`src/rtl/check_node_unit.sv`:
```
// Serial min-sum check node: accumulates DEG variable messages, then emits DEG check messages.
// Latency: first output valid one cycle after the last input accept; one output per cycle after that.
// Backpressure: in_ready drops during EMIT; out_ready=0 holds the current output stable.
module check_node_unit #(
  parameter int DEG = 6,
  parameter int W   = 8
) (
  input  logic         clk,
  input  logic         rst_n,
  input  logic [W-1:0] msg_from_var,
  input  logic         in_valid,
  output logic         in_ready,
  output logic [W-1:0] msg_to_var,
  output logic [3:0]   out_idx,
  output logic         out_valid,
  input  logic         out_ready,
  output logic         cnu_over
);

  typedef enum logic {ACCUM = 1'b0, EMIT = 1'b1} state_e;

  // Index width into the per-edge sign vector
  localparam int           IW      = (DEG > 2) ? $clog2(DEG) : 1;
  localparam logic [3:0]   LAST    = 4'(DEG - 1);
  localparam logic [W-2:0] MAG_MAX = '1;
  localparam logic [W-2:0] ONE_M   = (W-1)'(1);
  localparam logic [W-1:0] ONE_W   = W'(1);

  state_e           state_q, state_d;
  logic [3:0]       cnt_q, cnt_d;
  logic [W-2:0]     min1_q, min1_d;
  logic [W-2:0]     min2_q, min2_d;
  logic [3:0]       min1_idx_q, min1_idx_d;
  logic             parity_q, parity_d;
  logic [DEG-1:0]   sign_q, sign_d;

  logic             accept;
  logic             consume;
  logic             in_sign;
  logic [W-2:0]     in_mag;
  logic [W-2:0]     out_mag;
  logic             out_sgn;
  logic [W-1:0]     out_msg;

  assign accept  = (state_q == ACCUM) && in_valid;
  assign consume = (state_q == EMIT) && out_ready;
  assign in_sign = msg_from_var[W-1];

  // Saturating absolute value: the most negative code maps to the largest positive magnitude
  always_comb begin
    in_mag = msg_from_var[W-2:0];
    if (in_sign) begin
      if (msg_from_var[W-2:0] == '0) begin
        in_mag = MAG_MAX;
      end else begin
        in_mag = ~msg_from_var[W-2:0] + ONE_M;
      end
    end
  end

  // State and counter registers
  always_ff @(posedge clk or negedge rst_n) begin
    if (!rst_n) begin
      state_q <= ACCUM;
      cnt_q   <= '0;
    end else begin
      state_q <= state_d;
      cnt_q   <= cnt_d;
    end
  end

  // Next state: ACCUM collects DEG inputs, EMIT drains DEG outputs; one counter serves both
  always_comb begin
    state_d = state_q;
    cnt_d   = cnt_q;
    if (accept) begin
      if (cnt_q == LAST) begin
        state_d = EMIT;
        cnt_d   = '0;
      end else begin
        cnt_d = cnt_q + 4'd1;
      end
    end else if (consume) begin
      if (cnt_q == LAST) begin
        state_d = ACCUM;
        cnt_d   = '0;
      end else begin
        cnt_d = cnt_q + 4'd1;
      end
    end
  end

  // Min-sum accumulation registers
  always_ff @(posedge clk or negedge rst_n) begin
    if (!rst_n) begin
      min1_q     <= '0;
      min2_q     <= '0;
      min1_idx_q <= '0;
      parity_q   <= 1'b0;
      sign_q     <= '0;
    end else begin
      min1_q     <= min1_d;
      min2_q     <= min2_d;
      min1_idx_q <= min1_idx_d;
      parity_q   <= parity_d;
      sign_q     <= sign_d;
    end
  end

  // Track the two smallest magnitudes (strict compare keeps the earliest min1 on ties) and sign parity
  always_comb begin
    min1_d     = min1_q;
    min2_d     = min2_q;
    min1_idx_d = min1_idx_q;
    parity_d   = parity_q;
    sign_d     = sign_q;
    if (accept) begin
      sign_d[cnt_q[IW-1:0]] = in_sign;
      if (cnt_q == 4'd0) begin
        min1_d     = in_mag;
        min2_d     = MAG_MAX;
        min1_idx_d = 4'd0;
        parity_d   = in_sign;
      end else begin
        parity_d = parity_q ^ in_sign;
        if (in_mag < min1_q) begin
          min2_d     = min1_q;
          min1_d     = in_mag;
          min1_idx_d = cnt_q;
        end else if (in_mag < min2_q) begin
          min2_d = in_mag;
        end
      end
    end
  end

  // Output message: exclude the edge's own contribution from both magnitude and sign
  always_comb begin
    out_mag = (cnt_q == min1_idx_q) ? min2_q : min1_q;
    out_sgn = parity_q ^ sign_q[cnt_q[IW-1:0]];
    out_msg = {1'b0, out_mag};
    if (out_sgn) begin
      out_msg = ~out_msg + ONE_W;
    end
  end

  // Output decode from registered state; cnu_over marks the final consume of a block
  always_comb begin
    in_ready   = (state_q == ACCUM);
    out_valid  = (state_q == EMIT);
    out_idx    = (state_q == EMIT) ? cnt_q : 4'd0;
    msg_to_var = (state_q == EMIT) ? out_msg : '0;
    cnu_over   = consume && (cnt_q == LAST);
  end

endmodule
```
`config.mk`:
```
export PLATFORM = sky130hd
export DESIGN_NAME = check_node_unit
export DESIGN_NICKNAME = d
export VERILOG_FILES = /design/src/rtl/check_node_unit.sv
export SDC_FILE = /design/constraint.sdc
export NUM_CORES = 1
export LEC_CHECK = 0
export ABC_AREA = 1
export CORE_MARGIN = 8
export CORE_UTILIZATION = 55
export CTS_CLUSTER_DIAMETER = 100
export CTS_CLUSTER_SIZE = 25
export DETAILED_ROUTE_END_ITERATION = 8
export PLACE_DENSITY_LB_ADDON = 0.08
export SETUP_SLACK_MARGIN = 0.15
export SLEW_MARGIN = 10
export SYNTH_ARGS = -nofsm -noshare
export SYNTH_HDL_FRONTEND = slang
export SYNTH_SLANG_ARGS = --single-unit
```
`constraint.sdc`:
```
create_clock -name clk -period 4.65 [get_ports clk]
set_input_delay 0.93 -clock clk [delete_from_list [all_inputs] [get_ports clk]]
set_output_delay 0.93 -clock clk [all_outputs]
set_load 0.01 [all_outputs]
```
==> flow_metrics.env <==
export IMPL_first_global_vias=2171
export IMPL_grt_antenna_before_repair=0
export IMPL_p_leak_nw=1.42
export IMPL_synthFlopType="dfrtp_1"
export IMPL_p_per_area_mw_per_mm2=748
export IMPL_relSlewSlack_pct=42.4
export IMPL_drcViolationCount=0
export IMPL_drtIter0Drc=190
export IMPL_finalHoldViolations=0
export IMPL_r2r_start="min1_q[4]"
export IMPL_grt_util_all_layers_pct=18.7
export IMPL_num_io_pins=27
export IMPL_yosys_cell_types_count=34
export IMPL_fin_area_mm2=0.00277
export IMPL_layout_cells_non_filler=426
export IMPL_clk_pin_slew_worst_paths_ns=0.07
export IMPL_ys_warn_count=0
export IMPL_rrSetupSlack_ns=2.44
export IMPL_crit_arrival_ns=3.95
export IMPL_required_ns=4.87
export IMPL_viasPerCell=5.24
export IMPL_cts_buffers=5
export IMPL_finalSetupViolations=0
export IMPL_final_setup_tns_ns=0
export IMPL_synthArstFlopShare_pct=100
export IMPL_syn_area_mm2=0.00242
export IMPL_wl_per_cell_um=13.1
export IMPL_start_kind="input pin"
export IMPL_hold_class="reg -> reg"
export IMPL_nets=399
export IMPL_outcome="finished, final reports clean"
export IMPL_synth_edf_count=0
export IMPL_route_vias_total=2232
export IMPL_clk_latency_ns=0.29
export IMPL_area_delta_synth_final_pct=14.5
export IMPL_core_area_mm2=0.00429
export IMPL_place_congestion=0.816
export IMPL_power_share_clock_pct=10.8
export IMPL_seqPwrFrac_pct=25.3
export IMPL_maxCapViolations=0
export IMPL_peakVddDrop_mv=0.305
export IMPL_post_cts_resized=0
export IMPL_syn_avg_cell_area_um2=6.96
export IMPL_grt_pass1_wl_um=9920
export IMPL_tightest_slew_ns=0.863
export IMPL_ant_nets=0
export IMPL_dpl_cell_area_mm2=0.00268
export IMPL_finClkSkew_ns=0.00523
export IMPL_p_int_mw=1.05
export IMPL_dpl_hpwl_um=4360
export IMPL_antenna_cells=0
export IMPL_portBuffers=26
export IMPL_worstPathMaxFanout=23
export IMPL_cts_setup_buffers=0
export IMPL_root_buffer="clkbuf_8"
export IMPL_rr_endpoint="min2_q[3]"
export IMPL_power_total_mw=2.07
export IMPL_combPwrFrac_pct=63.9
export IMPL_cts_tree="done"
export IMPL_dpl_cell_count=418
export IMPL_ctsHoldBuffers=0
export IMPL_die_w_um=82.4
export IMPL_holdPathEnd="sign_q[4]"
export IMPL_min_from="sign_q[4]"
export IMPL_crit_type="in -> reg"
export IMPL_drive_above_1_share_pct=8.29
export IMPL_period_share_pct=80.3
export IMPL_p_sw_mw=1.03
export IMPL_htreeDepth=2
export IMPL_postRouteWirelength_um=5570
export IMPL_crit_path_end_kind="register"
export IMPL_whs_path_depth=2
export IMPL_dr_pass1_iters=5
export IMPL_min_period_ns=3.73
export IMPL_syn_inst=348
export IMPL_grt_max_degree=31
export IMPL_overflow=0
export IMPL_maxSlewViolCount=0
export IMPL_switching_share_pct=49.5
export IMPL_rr_worst_depth=11
export IMPL_row_count=24
export IMPL_clock_sinks=30
export IMPL_synth_seq_cells=30
export IMPL_clockBufferDepth=2
export IMPL_rsz0062_at_grt="false"
export IMPL_initial_core_util_pct=56.4
export IMPL_synth_sequential_area_ratio_pct=31.0
export IMPL_max_freq_mhz=268
export IMPL_die_area_mm2=0.00679
export IMPL_synth_nets=374
export IMPL_die_h_um=82.4
through the flow:
| stage | hold slack, ns | worst slack (ns) | utilization, % |
|---|---|---|---|
| final | 0.488 | 0.918 | 64.6 |
| after global routing | 0.517 | 0.603 | 64.6 |
| after CTS | 0.494 | 0.898 | 64.6 |
| after detailed placement | 0.477 | 0.626 | 62.4 |
| after global placement | 0.470 | 0.673 | 62.4 |
| after floorplan | 0.448 | 1.37 | - |
worst max-delay path, stage by stage:
cell,delay [ns]
clkdlybuf4s50_1,0.41
inv_1,0.11
ha_1,0.17
nand2_1,0.07
nor2_2,0.14
inv_1,0.07
nor3_1,0.11
o21ai_0,0.08
o21ai_0,0.21
ha_1,0.37
nand2_1,0.10
nor2_1,0.07
a211oi_4,0.41
nand2_8,0.12
nand2_8,0.12
nand2_8,0.12
nand2_2,0.18
nand2_1,0.09
nand2_1,0.06
power by group through the flow:
stage	sequential (mW)	clock [mW]	combinational [mW]
global placement	0.525	0	1.31
CTS	0.522	0.225	1.34
finish	0.524	0.224	1.33
detailed placement	0.526	0	1.33
floorplan	0.456	0	1.03
global route	0.545	0.238	1.53
final cells by class:
cell class                 instances  area, µm²
clock buffer                       6       82.6
clock inverter                     2       12.5
fill                             421       1520
inverter                          43        164
multi-input combinational        266       1430
sequential                        30        751
tap                               52       65.1
timing repair buffer              27        268
flip-flops by register name, summed over array words and instances (netlist names):
name / flops
min1_q: 7
min2_q: 7
sign_q: 6
cnt_q: 4
min1_idx_q: 4
out_valid: 1
parity_q: 1
cell families after synthesis:
family,after synthesis,share of synthesized area (%)
simple gates,204,40.1
buf+inv,52,9.96
compound gates,43,9.96
flops,30,31.0
fa+ha+maj,14,7.23
xor+xnor,5,1.81
worst max-delay path by stage:
stage,start,to,cells past startpoint
global route,msg_from_var[1],min2_q[4],19
floorplan,msg_from_var[0],min2_q[0],18
detailed placement,msg_from_var[0],min2_q[2],19
CTS,cnt_q[2],msg_to_var[2],14
global placement,msg_from_var[7],min2_q[5],17
finish,msg_from_var[0],min2_q[3],19
metal layers:
metal	part of all wire, %	global-route usage (%)
met5	0	0
met4	1.1	5.79
met3	5.9	3.79
met2	45	30.5
met1	47	24.2
cell usage in the layout, fill, tap and decap left out, types with 2 or more instances in the layout:
master           count
a21oi_1             12
clkbuf_8             6
clkdlybuf4s50_1     26
dfrtp_1             30
ha_1                14
inv_1               40
inv_2                2
nand2_1            101
nand2_2              4
nand2_4              2
nand2_8              3
nand3_1             50
nand4_1              3
nor2_1              28
nor2_2               4
nor2_4               3
nor3_1               2
o21ai_0             21
o21ai_1              4
o22ai_1              2
xor2_1               4
synthesized netlist by cell type (2+ instances only):
cell | instances | area share [%]
nor2_4 | 3 | 1.4
o21ai_0 | 21 | 4.3
dfrtp_1 | 30 | 31
xor2_1 | 4 | 1.4
o21ai_1 | 4 | 0.83
nor2_1 | 28 | 4.3
clkbuf_1 | 2 | 0.31
nand2_2 | 4 | 1.0
inv_2 | 2 | 0.31
buf_6 | 2 | 0.93
nand3_1 | 50 | 10
nor2_2 | 4 | 1.0
buf_8 | 2 | 1.2
o22ai_1 | 2 | 0.52
nor3_1 | 2 | 0.41
inv_1 | 40 | 6.2
a21oi_1 | 12 | 2.5
buf_2 | 2 | 0.41
nand2_4 | 2 | 0.93
nand4_1 | 3 | 0.77
ha_1 | 14 | 7.2
nand2_8 | 3 | 2.5
nand2_1 | 101 | 16
Note: power is estimated with default switching activity, not from simulation.
